[src/rtl/jesd_pkg.sv]
// Shared JESD204B link constants and the ILAS sequencer state type.
package jesd_pkg;
  localparam logic [7:0] K_R = 8'h1C;
  localparam logic [7:0] K_Q = 8'h9C;
  localparam logic [7:0] K_A = 8'h7C;
  localparam int CFG_LEN       = 14;
  localparam int CFG_POS_FIRST = 2;

  typedef enum logic {IDLE, RUN} ilas_state_t;
endpackage

[src/rtl/ilas_seq_if.sv]
// Config-ROM fetch and ILAS octet stream bundle for one lane.
interface ilas_seq_if #(
  parameter int ADDR_WIDTH = 8
);
  logic [ADDR_WIDTH-1:0] o_rom_addr;
  logic                  o_rom_rd_en;
  logic [7:0]            i_rom_data;
  logic                  o_valid;
  logic [7:0]            o_data;
  logic                  o_is_k;

  modport master (
    output o_rom_addr, o_rom_rd_en, o_valid, o_data, o_is_k,
    input  i_rom_data
  );
  modport slave (
    input  o_rom_addr, o_rom_rd_en, o_valid, o_data, o_is_k,
    output i_rom_data
  );
endinterface

[src/rtl/ilas_seq.sv]
// JESD204B ILAS octet generator for one lane; config octets fetched from ROM into multiframe 1.
// Optional macro ILAS_CHKSUM_EN replaces config octet 13 with a mod-256 sum of octets 0..12.
module ilas_seq
  import jesd_pkg::*;
#(
  parameter int MF_LEN     = 32,
  parameter int NUM_MF     = 4,
  parameter int ADDR_WIDTH = 8,
  parameter int CFG_BASE   = 0,
  parameter int CFG_LEN    = 14
) (
  input  logic       clk,
  input  logic       rst,
  input  logic       i_start,
  ilas_seq_if.master bus,
  output logic       o_busy,
  output logic       o_done
);

  localparam logic [7:0] POS_LAST     = 8'(MF_LEN - 1);
  localparam logic [3:0] MF_LAST      = 4'(NUM_MF - 1);
  localparam logic [7:0] CFG_RD_FIRST = 8'(CFG_POS_FIRST - 1);
  localparam logic [7:0] CFG_RD_LAST  = 8'(CFG_POS_FIRST + CFG_LEN - 2);
  localparam logic [7:0] CFG_FIRST    = 8'(CFG_POS_FIRST);
  localparam logic [7:0] CFG_LAST     = 8'(CFG_POS_FIRST + CFG_LEN - 1);

  ilas_state_t state, state_nxt;
  logic [7:0]  pos, pos_nxt;
  logic [3:0]  mf, mf_nxt;
  logic        done_q, done_nxt;
  logic        cfg_mf;

  assign cfg_mf = (state == RUN) && (mf == 4'd1);

  always_ff @(posedge clk) begin
    if (rst) begin
      state  <= IDLE;
      pos    <= '0;
      mf     <= '0;
      done_q <= 1'b0;
    end else begin
      state  <= state_nxt;
      pos    <= pos_nxt;
      mf     <= mf_nxt;
      done_q <= done_nxt;
    end
  end

  always_comb begin
    state_nxt = state;
    pos_nxt   = pos;
    mf_nxt    = mf;
    done_nxt  = 1'b0;
    case (state)
      IDLE: begin
        if (i_start) begin
          state_nxt = RUN;
          pos_nxt   = '0;
          mf_nxt    = '0;
        end
      end
      RUN: begin
        if (pos == POS_LAST) begin
          pos_nxt = '0;
          if (mf == MF_LAST) begin
            state_nxt = IDLE;
            mf_nxt    = '0;
            done_nxt  = 1'b1;
          end else begin
            mf_nxt = mf + 4'd1;
          end
        end else begin
          pos_nxt = pos + 8'd1;
        end
      end
      default: state_nxt = IDLE;
    endcase
  end

`ifdef ILAS_CHKSUM_EN
  logic [7:0] chk_acc;

  // Sum covers octets 0..12, which arrive at positions 2..14.
  always_ff @(posedge clk) begin
    if (cfg_mf) begin
      if (pos == CFG_RD_FIRST)
        chk_acc <= '0;
      else if (pos >= CFG_FIRST && pos < CFG_LAST)
        chk_acc <= chk_acc + bus.i_rom_data;
    end
  end
`endif

  // Reads lead the config slots by one cycle to match the ROM's registered output.
  always_comb begin
    bus.o_rom_rd_en = 1'b0;
    bus.o_rom_addr  = '0;
    if (cfg_mf && pos >= CFG_RD_FIRST && pos <= CFG_RD_LAST) begin
      bus.o_rom_rd_en = 1'b1;
      bus.o_rom_addr  = ADDR_WIDTH'(CFG_BASE + int'(pos) - 1);
    end
  end

  always_comb begin
    bus.o_valid = 1'b0;
    bus.o_data  = '0;
    bus.o_is_k  = 1'b0;
    if (state == RUN) begin
      bus.o_valid = 1'b1;
      if (pos == 8'd0) begin
        bus.o_data = K_R;
        bus.o_is_k = 1'b1;
      end else if (pos == POS_LAST) begin
        bus.o_data = K_A;
        bus.o_is_k = 1'b1;
      end else if (cfg_mf && pos == CFG_RD_FIRST) begin
        bus.o_data = K_Q;
        bus.o_is_k = 1'b1;
      end else if (cfg_mf && pos >= CFG_FIRST && pos <= CFG_LAST) begin
`ifdef ILAS_CHKSUM_EN
        bus.o_data = (pos == CFG_LAST) ? chk_acc : bus.i_rom_data;
`else
        bus.o_data = bus.i_rom_data;
`endif
      end else begin
        bus.o_data = pos;
      end
    end
  end

  assign o_busy = (state == RUN);
  assign o_done = done_q;

endmodule
[src/flat_wrapper.sv]
// flat-port wrapper written by rule: the top's interface ports become plain ports
module ilas_seq_flat import jesd_pkg::*;
#(
  parameter int MF_LEN     = 32,
  parameter int NUM_MF     = 4,
  parameter int ADDR_WIDTH = 8,
  parameter int CFG_BASE   = 0,
  parameter int CFG_LEN    = 14
)
  (clk, rst, i_start, o_busy, o_done, bus_o_rom_addr, bus_o_rom_rd_en, bus_o_valid, bus_o_data, bus_o_is_k, bus_i_rom_data);
  ilas_seq_if #(.ADDR_WIDTH(ADDR_WIDTH)) bus_i ();
  input  logic clk;
  input  logic rst;
  input  logic i_start;
  output logic o_busy;
  output logic o_done;
  output wire logic [$bits(bus_i.o_rom_addr)-1:0] bus_o_rom_addr;
  output wire logic [$bits(bus_i.o_rom_rd_en)-1:0] bus_o_rom_rd_en;
  output wire logic [$bits(bus_i.o_valid)-1:0] bus_o_valid;
  output wire logic [$bits(bus_i.o_data)-1:0] bus_o_data;
  output wire logic [$bits(bus_i.o_is_k)-1:0] bus_o_is_k;
  input wire logic [$bits(bus_i.i_rom_data)-1:0] bus_i_rom_data;
  assign bus_o_rom_addr = bus_i.o_rom_addr;
  assign bus_o_rom_rd_en = bus_i.o_rom_rd_en;
  assign bus_o_valid = bus_i.o_valid;
  assign bus_o_data = bus_i.o_data;
  assign bus_o_is_k = bus_i.o_is_k;
  assign bus_i.i_rom_data = bus_i_rom_data;
  ilas_seq #(.MF_LEN(MF_LEN), .NUM_MF(NUM_MF), .ADDR_WIDTH(ADDR_WIDTH), .CFG_BASE(CFG_BASE), .CFG_LEN(CFG_LEN)) u_core (.clk(clk), .rst(rst), .i_start(i_start), .bus(bus_i), .o_busy(o_busy), .o_done(o_done));
endmodule
[config.mk]
export PLATFORM = sky130hd
export DESIGN_NAME = ilas_seq_flat
export DESIGN_NICKNAME = d
export VERILOG_FILES = /design/src/rtl/jesd_pkg.sv /design/src/rtl/ilas_seq_if.sv /design/src/rtl/ilas_seq.sv /design/src/flat_wrapper.sv
export SDC_FILE = /design/constraint.sdc
export NUM_CORES = 1
export LEC_CHECK = 0
export ABC_AREA = 0
export ABC_CLOCK_PERIOD_IN_PS = 2600
export BUFFER_PORTS_ARGS = -buffer_cell sky130_fd_sc_hd__buf_4
export CORE_ASPECT_RATIO = 0.9
export CORE_MARGIN = 1.5
export CORE_UTILIZATION = 50
export CTS_CLUSTER_SIZE = 14
export DETAILED_ROUTE_END_ITERATION = 10
export GPL_ROUTABILITY_DRIVEN = 0
export PLACE_DENSITY = 0.88
export SYNTH_ARGS = -nofsm -noshare
export SYNTH_HDL_FRONTEND = slang
export SYNTH_SLANG_ARGS = --single-unit
[constraint.sdc]
create_clock -name clk -period 2.6 [get_ports clk]
set_input_delay 0.26 -clock clk [delete_from_list [all_inputs] [get_ports clk]]
set_output_delay 0.26 -clock clk [all_outputs]
set_load 0.05 [all_outputs]
Word level (Yosys, flattened, before mapping)
Index checks and enable logic that the tools add are counted.

Logic and storage cells: 52. Bits of input ports: 11. Flip-flop bits (word level): 14.

Bitwise logic cells: 2. Equality and inequality tests: 6. Magnitude comparators: 4. Reductions and logical operators: 9. Muxes and demuxes: 24. $add $sub $neg: 3.

Operator list (count): 8-bit 2-to-1 mux (8); 8-bit by 4-bit <= comparator with 1-bit output, second input constant (2); 8-bit case mux with 2 select lines (1); 4-bit 2-to-1 mux (3); 1-bit 2-to-1 mux (10); 8-bit by 1-bit adder with 8-bit output, second input constant (1); 8-bit by 1-bit equality test with 1-bit output, second input constant (1); 8-bit by 5-bit equality test with 1-bit output, second input constant (1); 8-bit by 1-bit >= comparator with 1-bit output, second input constant (1); 8-bit by 2-bit >= comparator with 1-bit output, second input constant (1); 8-bit logical NOT (1); 4-bit case mux with 2 select lines (1); 8-bit by 1-bit subtractor with 8-bit output, second input constant (1); 1-bit logical AND (6); 4-bit by 1-bit adder with 4-bit output, second input constant (1); 4-bit by 1-bit equality test with 1-bit output, second input constant (1); 4-bit by 2-bit equality test with 1-bit output, second input constant (1); 2-bit inequality test, second input constant (2); 3-bit OR reduction (1); 1-bit NOT (2); 1-bit case mux with 2 select lines (1); 2-bit AND reduction (1).

Logic depth before layout (Yosys ltp)
Depth after elaboration: 9. Depth in mapped cells: 6.

Least setup slack after synthesis
Ideal clock, no wire load.

Path type: register -> output. From: reg u_core.state (netlist: u_core.o_busy). To: out bus_o_data[0]. Slack: -0.279 ns. Arrival: 2.619 ns. Cell stages (with the launch flop): 6. Buffers on the path: 1. Path through: dfxtp_1 > buf_2 > nand4bb_2 > nor4_4 > mux2i_1 > nor3_1.

Longest elaborated chain between the ends: 8. Elaborated cells on any way between the ends: 9. Classes of those cells: mux: 5; reduce/logical: 4.

RTL lines: from (decl) (RTL line ilas_seq.sv:27) `ilas_state_t state, state_nxt;`; from (signal assigned) (RTL line ilas_seq.sv:42) `state <= state_nxt;`; 1-bit logical AND (RTL line ilas_seq.sv:33) `assign cfg_mf = (state == RUN) && (mf == 4'd1);`; 1-bit logical AND (2 in series) (RTL line ilas_seq.sv:119) `end else if (cfg_mf && pos >= CFG_FIRST && pos <= CFG_LAST) begin`; 8-bit 2-to-1 mux (RTL line ilas_seq.sv:119); 8-bit 2-to-1 mux (RTL line ilas_seq.sv:116) `end else if (cfg_mf && pos == CFG_RD_FIRST) begin`; 8-bit 2-to-1 mux (RTL line ilas_seq.sv:113) `end else if (pos == POS_LAST) begin`; 8-bit 2-to-1 mux (RTL line ilas_seq.sv:110) `if (pos == 8'd0) begin`; 8-bit 2-to-1 mux * (RTL line ilas_seq.sv:108) `if (state == RUN) begin`; to (decl) (RTL line flat_wrapper.sv:20) `output wire logic [$bits(bus_i.o_data)-1:0] bus_o_data;`.

Mark *: on every way between the ends. The rest lies on a longest branch, timed or not.

Worst setup path after layout
From: reg u_core.pos[0]. To: out bus_o_data[4].

Longest elaborated chain between the ends: 8. Elaborated cells on any way between the ends: 13. Classes of those cells: order compare: 2; eq/ne: 2; mux: 5; reduce/logical: 4.

RTL lines: from (decl) (RTL line ilas_seq.sv:28) `logic [7:0] pos, pos_nxt;`; from (signal assigned) (RTL line ilas_seq.sv:43) `pos <= pos_nxt;`; 8-bit by 2-bit >= comparator with 1-bit output (RTL line ilas_seq.sv:119); 1-bit logical AND (2 in series) (RTL line ilas_seq.sv:119); 8-bit 2-to-1 mux (RTL line ilas_seq.sv:119); 8-bit 2-to-1 mux (RTL line ilas_seq.sv:116); 8-bit 2-to-1 mux (RTL line ilas_seq.sv:113); 8-bit 2-to-1 mux * (RTL line ilas_seq.sv:110); 8-bit 2-to-1 mux * (RTL line ilas_seq.sv:108).

Marked as above.

==> flow_summary_export.csv <==
group,metric,value,unit
setup_path,rrSetupSlack,0.55,ns
layout,layout-drive-gt1-share,0.320,
sta,post-route-period-util,0.949,
clock_tree,tritoncts,"built",
pwr,p_int,0.314,mW
layout,fillerInstances,195,
layout,final_cell_mix,"buf_4, nor2_1, dfxtp_1",
sta,fmax,405,MHz
worst_hold_path,hold_class,"in2reg",
pwr,pwr-share-seq,0.480,
global_route,grtUsageTotal,0.248,
setup_path,crit_path_start_kind,"flop",
routing,vias,1254,
yosys,syn_avg_cell_area,7.79,um^2
global_route,grt_max_degree,21,
sta,slew_violations,0,
routing,initialDrtViolationCount,59,
pwr,switching_power,0.148,mW
clock_tree,clk_latency,0.27,ns
clock_tree,cts_root_buf,"clkbuf_4",
setup_path,r2r_end,"u_core.mf[2]",
routing,drt-total-wl,3.17,mm
place,postPlaceCellArea,0.00143,mm^2
clock_tree,clkSinkCount,14,
layout,final_cell_area,0.00147,mm^2
worst_hold_path,min_from,"rst",
pwr,ir_drop,454,uV
yosys,ys_seq_area_frac,0.241,
setup_path,worst-endpoint-required,2.34,ns
layout,area_delta_synth_final,26.9,%
layout,nets,198,
clock_tree,cts_made_buffers,3,
sta,min_period,2.47,ns
setup_path,critPathTopFamily,"compound AO/OA/AOI/OAI gates",
yosys,ys.warnings.count,0,
floorplan,die_h,48.7,um
sta,worst_slack,0.132,ns
sta,hold_violations,0,
yosys,netlist_area,0.00116,mm^2
routing,drc_errors,0,
sta,clock_skew,0.00285,ns
pwr,power_density,314,mW/mm^2
layout,mostFrequentLayoutCell,"buf_4",
setup_path,critical-path-max-stage-delay,0.44,ns
sta,setup_viol,0,
pwr,combPwrFrac,0.257,
yosys,synthCells,149,
clock_tree,path_clk_slew,0.08,ns
yosys,synthesis.nets,167,
clock_tree,cts_buffer_depth,2,
global_route,grt_pass1_vias,1088,
worst_hold_path,hold_end,"u_core.pos[1]",
setup_path,timing.rr.start,"u_core.pos[3]",
setup_path,crit_type,"reg2out",
yosys,ys_ff_latch,14,
sta,worst_pin_slew,0.557,ns
floorplan,core_area,0.00218,mm^2
routing,first_pass_iters,5,
status,status,"complete, no violations",
global_route,overflow,0,
floorplan,num_rows,16,
setup_path,crit_chain,"ha_1 -> and4_1 -> a211oi_1 -> nor2_2 -> o21a_1 -> buf_4",
pwr,p_leak,0.596,nW
floorplan,die_w,53.8,um
pwr,swShare,0.321,
worst_hold_path,whs_path_depth,2,
global_route,grt_first_pass_wirelength,5.03,mm
flow_run,max-cap-violations,0,
clock_tree,cts_max_level,1,
setup_path,cp.arrival,2.21,ns
floorplan,pin_count,32,
place,pre_cts_ws,0.259,ns
routing,via_per_inst,6.12,
sta,fin_tns_setup,0,ns
floorplan,design.die.area,0.00262,mm^2
global_route,antenna_found_initial,0,
yosys,yosys.cell_types.count,43,
layout,n_antenna_cell,0,
clock_tree,post_cts_buffers,0,
place,hpwlAfterDp,2.36,mm
routing,wire_per_inst,15.5,um
routing,ant_nets,0,
sta,slew_headroom,0.627,
floorplan,start_util,0.532,
setup_path,end_kind,"output pin",
setup_path,slowest_stage,"a211oi_1",
setup_path,reg2reg_depth,5,
setup_path,crit_path_max_fanout,8,
place,port_buffers,31,
sta,rsz0062_at_grt,"no",
pwr,clkPwrFrac,0.263,
setup_path,critical_path_buf_inv_count,1,
-- power by group through the flow --
stage	logic, mW	clock network (mW)	registers [mW]
after floorplan	0.0761	0	0.229
after global placement	0.112	0	0.226
after detailed placement	0.115	0	0.226
after CTS	0.116	0.120	0.222
after global routing	0.127	0.131	0.223
final	0.119	0.122	0.222
-- through the flow --
step	std cells	hold slack [ns]	utilization	power, mW
2_1_floorplan	149	0.329	-	0.305
3_3_place_gp	202	0.488	0.654	0.338
3_5_place_dp	202	0.508	0.654	0.342
4_1_cts	205	0.252	0.669	0.458
5_1_grt	205	0.259	0.675	0.480
6_report	205	0.252	0.675	0.463
-- registers in the layout, indices dropped and copies added (netlist names) --
register,flops
u_core.mf,4
u_core.o_done,1
u_core.pos,8
u_core.o_busy,1
-- logic make-up after synthesis --
family,share of synthesized area
AND/OR/NAND/NOR,0.371
AO/OA/AOI/OAI,0.178
XOR/XNOR,0.0302
multiplexers,0.0453
buffers and inverters,0.0593
adder cells (fa/ha/maj),0.0754
flip-flops,0.241
-- how the worst max path moves through the flow --
stage                        from                 to  slack [ns]  cells past startpoint
floorplan           u_core.o_busy      bus_o_data[7]        0.01                      5
global placement    u_core.pos[1]  bus_o_rom_addr[5]        0.32                      6
detailed placement  u_core.pos[1]  bus_o_rom_addr[4]        0.26                      6
CTS                  u_core.mf[0]      bus_o_data[4]        0.04                      6
global route        u_core.pos[0]      bus_o_data[0]        0.03                      6
finish              u_core.pos[0]      bus_o_data[4]        0.13                      6
-- synth_stat cells, drive strengths merged --
library cell	n	area, um^2
or3	3	23.8
a21o	1	8.76
a41oi	1	8.76
mux2i	3	30.0
inv	5	18.8
or3b	1	8.76
o21ai	6	30.0
or4	1	7.51
clkinv	1	3.75
nor3b	1	7.51
ha	7	87.6
nor4bb	1	10.0
nand3	12	60.1
nor2b	2	12.5
a211oi	3	22.5
nand2b	1	6.26
xor2	2	17.5
a21oi	11	55.1
nor4	2	33.8
buf	6	35.0
and4	1	8.76
nand4b	1	8.76
clkbuf	3	11.3
nand4	3	18.8
nand3b	4	30.0
xnor2	2	17.5
or4b	1	10.0
a221oi	2	17.5
o31a	1	8.76
nand4bb	1	16.3
and3	1	6.26
nand2	8	30.0
nor3	11	71.3
nor2	16	60.1
mux2	2	22.5
o21a	4	30.0
dfxtp	14	280
a31oi	4	25.0
-- final cells by class --
class | instances | area [um^2] | share of cell area
clock buffers | 3 | 22.5 | 0.0153
repair buffers | 35 | 263 | 0.178
flip-flops and latches | 14 | 283 | 0.192
inverters | 6 | 22.5 | 0.0153
well taps | 27 | 33.8 | 0.0229
multi-input cells | 120 | 850 | 0.576
-- worst register-to-register path: stages (launching register included) --
cell and delay (ns):
dfxtp_1 0.66, and4_1 0.40, buf_4 0.18, nand4_1 0.11
or3b_2 0.48, a21oi_1 0.15
-- routing by layer --
metal | up-vias | track usage | share of wire
met5 | - | 0 | 0
met4 | 0 | 0.0342 | 0.0025
met3 | 3 | 0.0556 | 0.077
met2 | 56 | 0.372 | 0.50
met1 | 585 | 0.369 | 0.42
li1 | 610 | - | -
-- what timing repair did --
item / in CTS / in global routing
pin swaps: 0 / 0
gates resized for setup: 2 / 4
endpoints found under the setup margin: 11 / 15
hold buffers: 0 / 0
No activity file was read; power rests on OpenSTA's default activity.
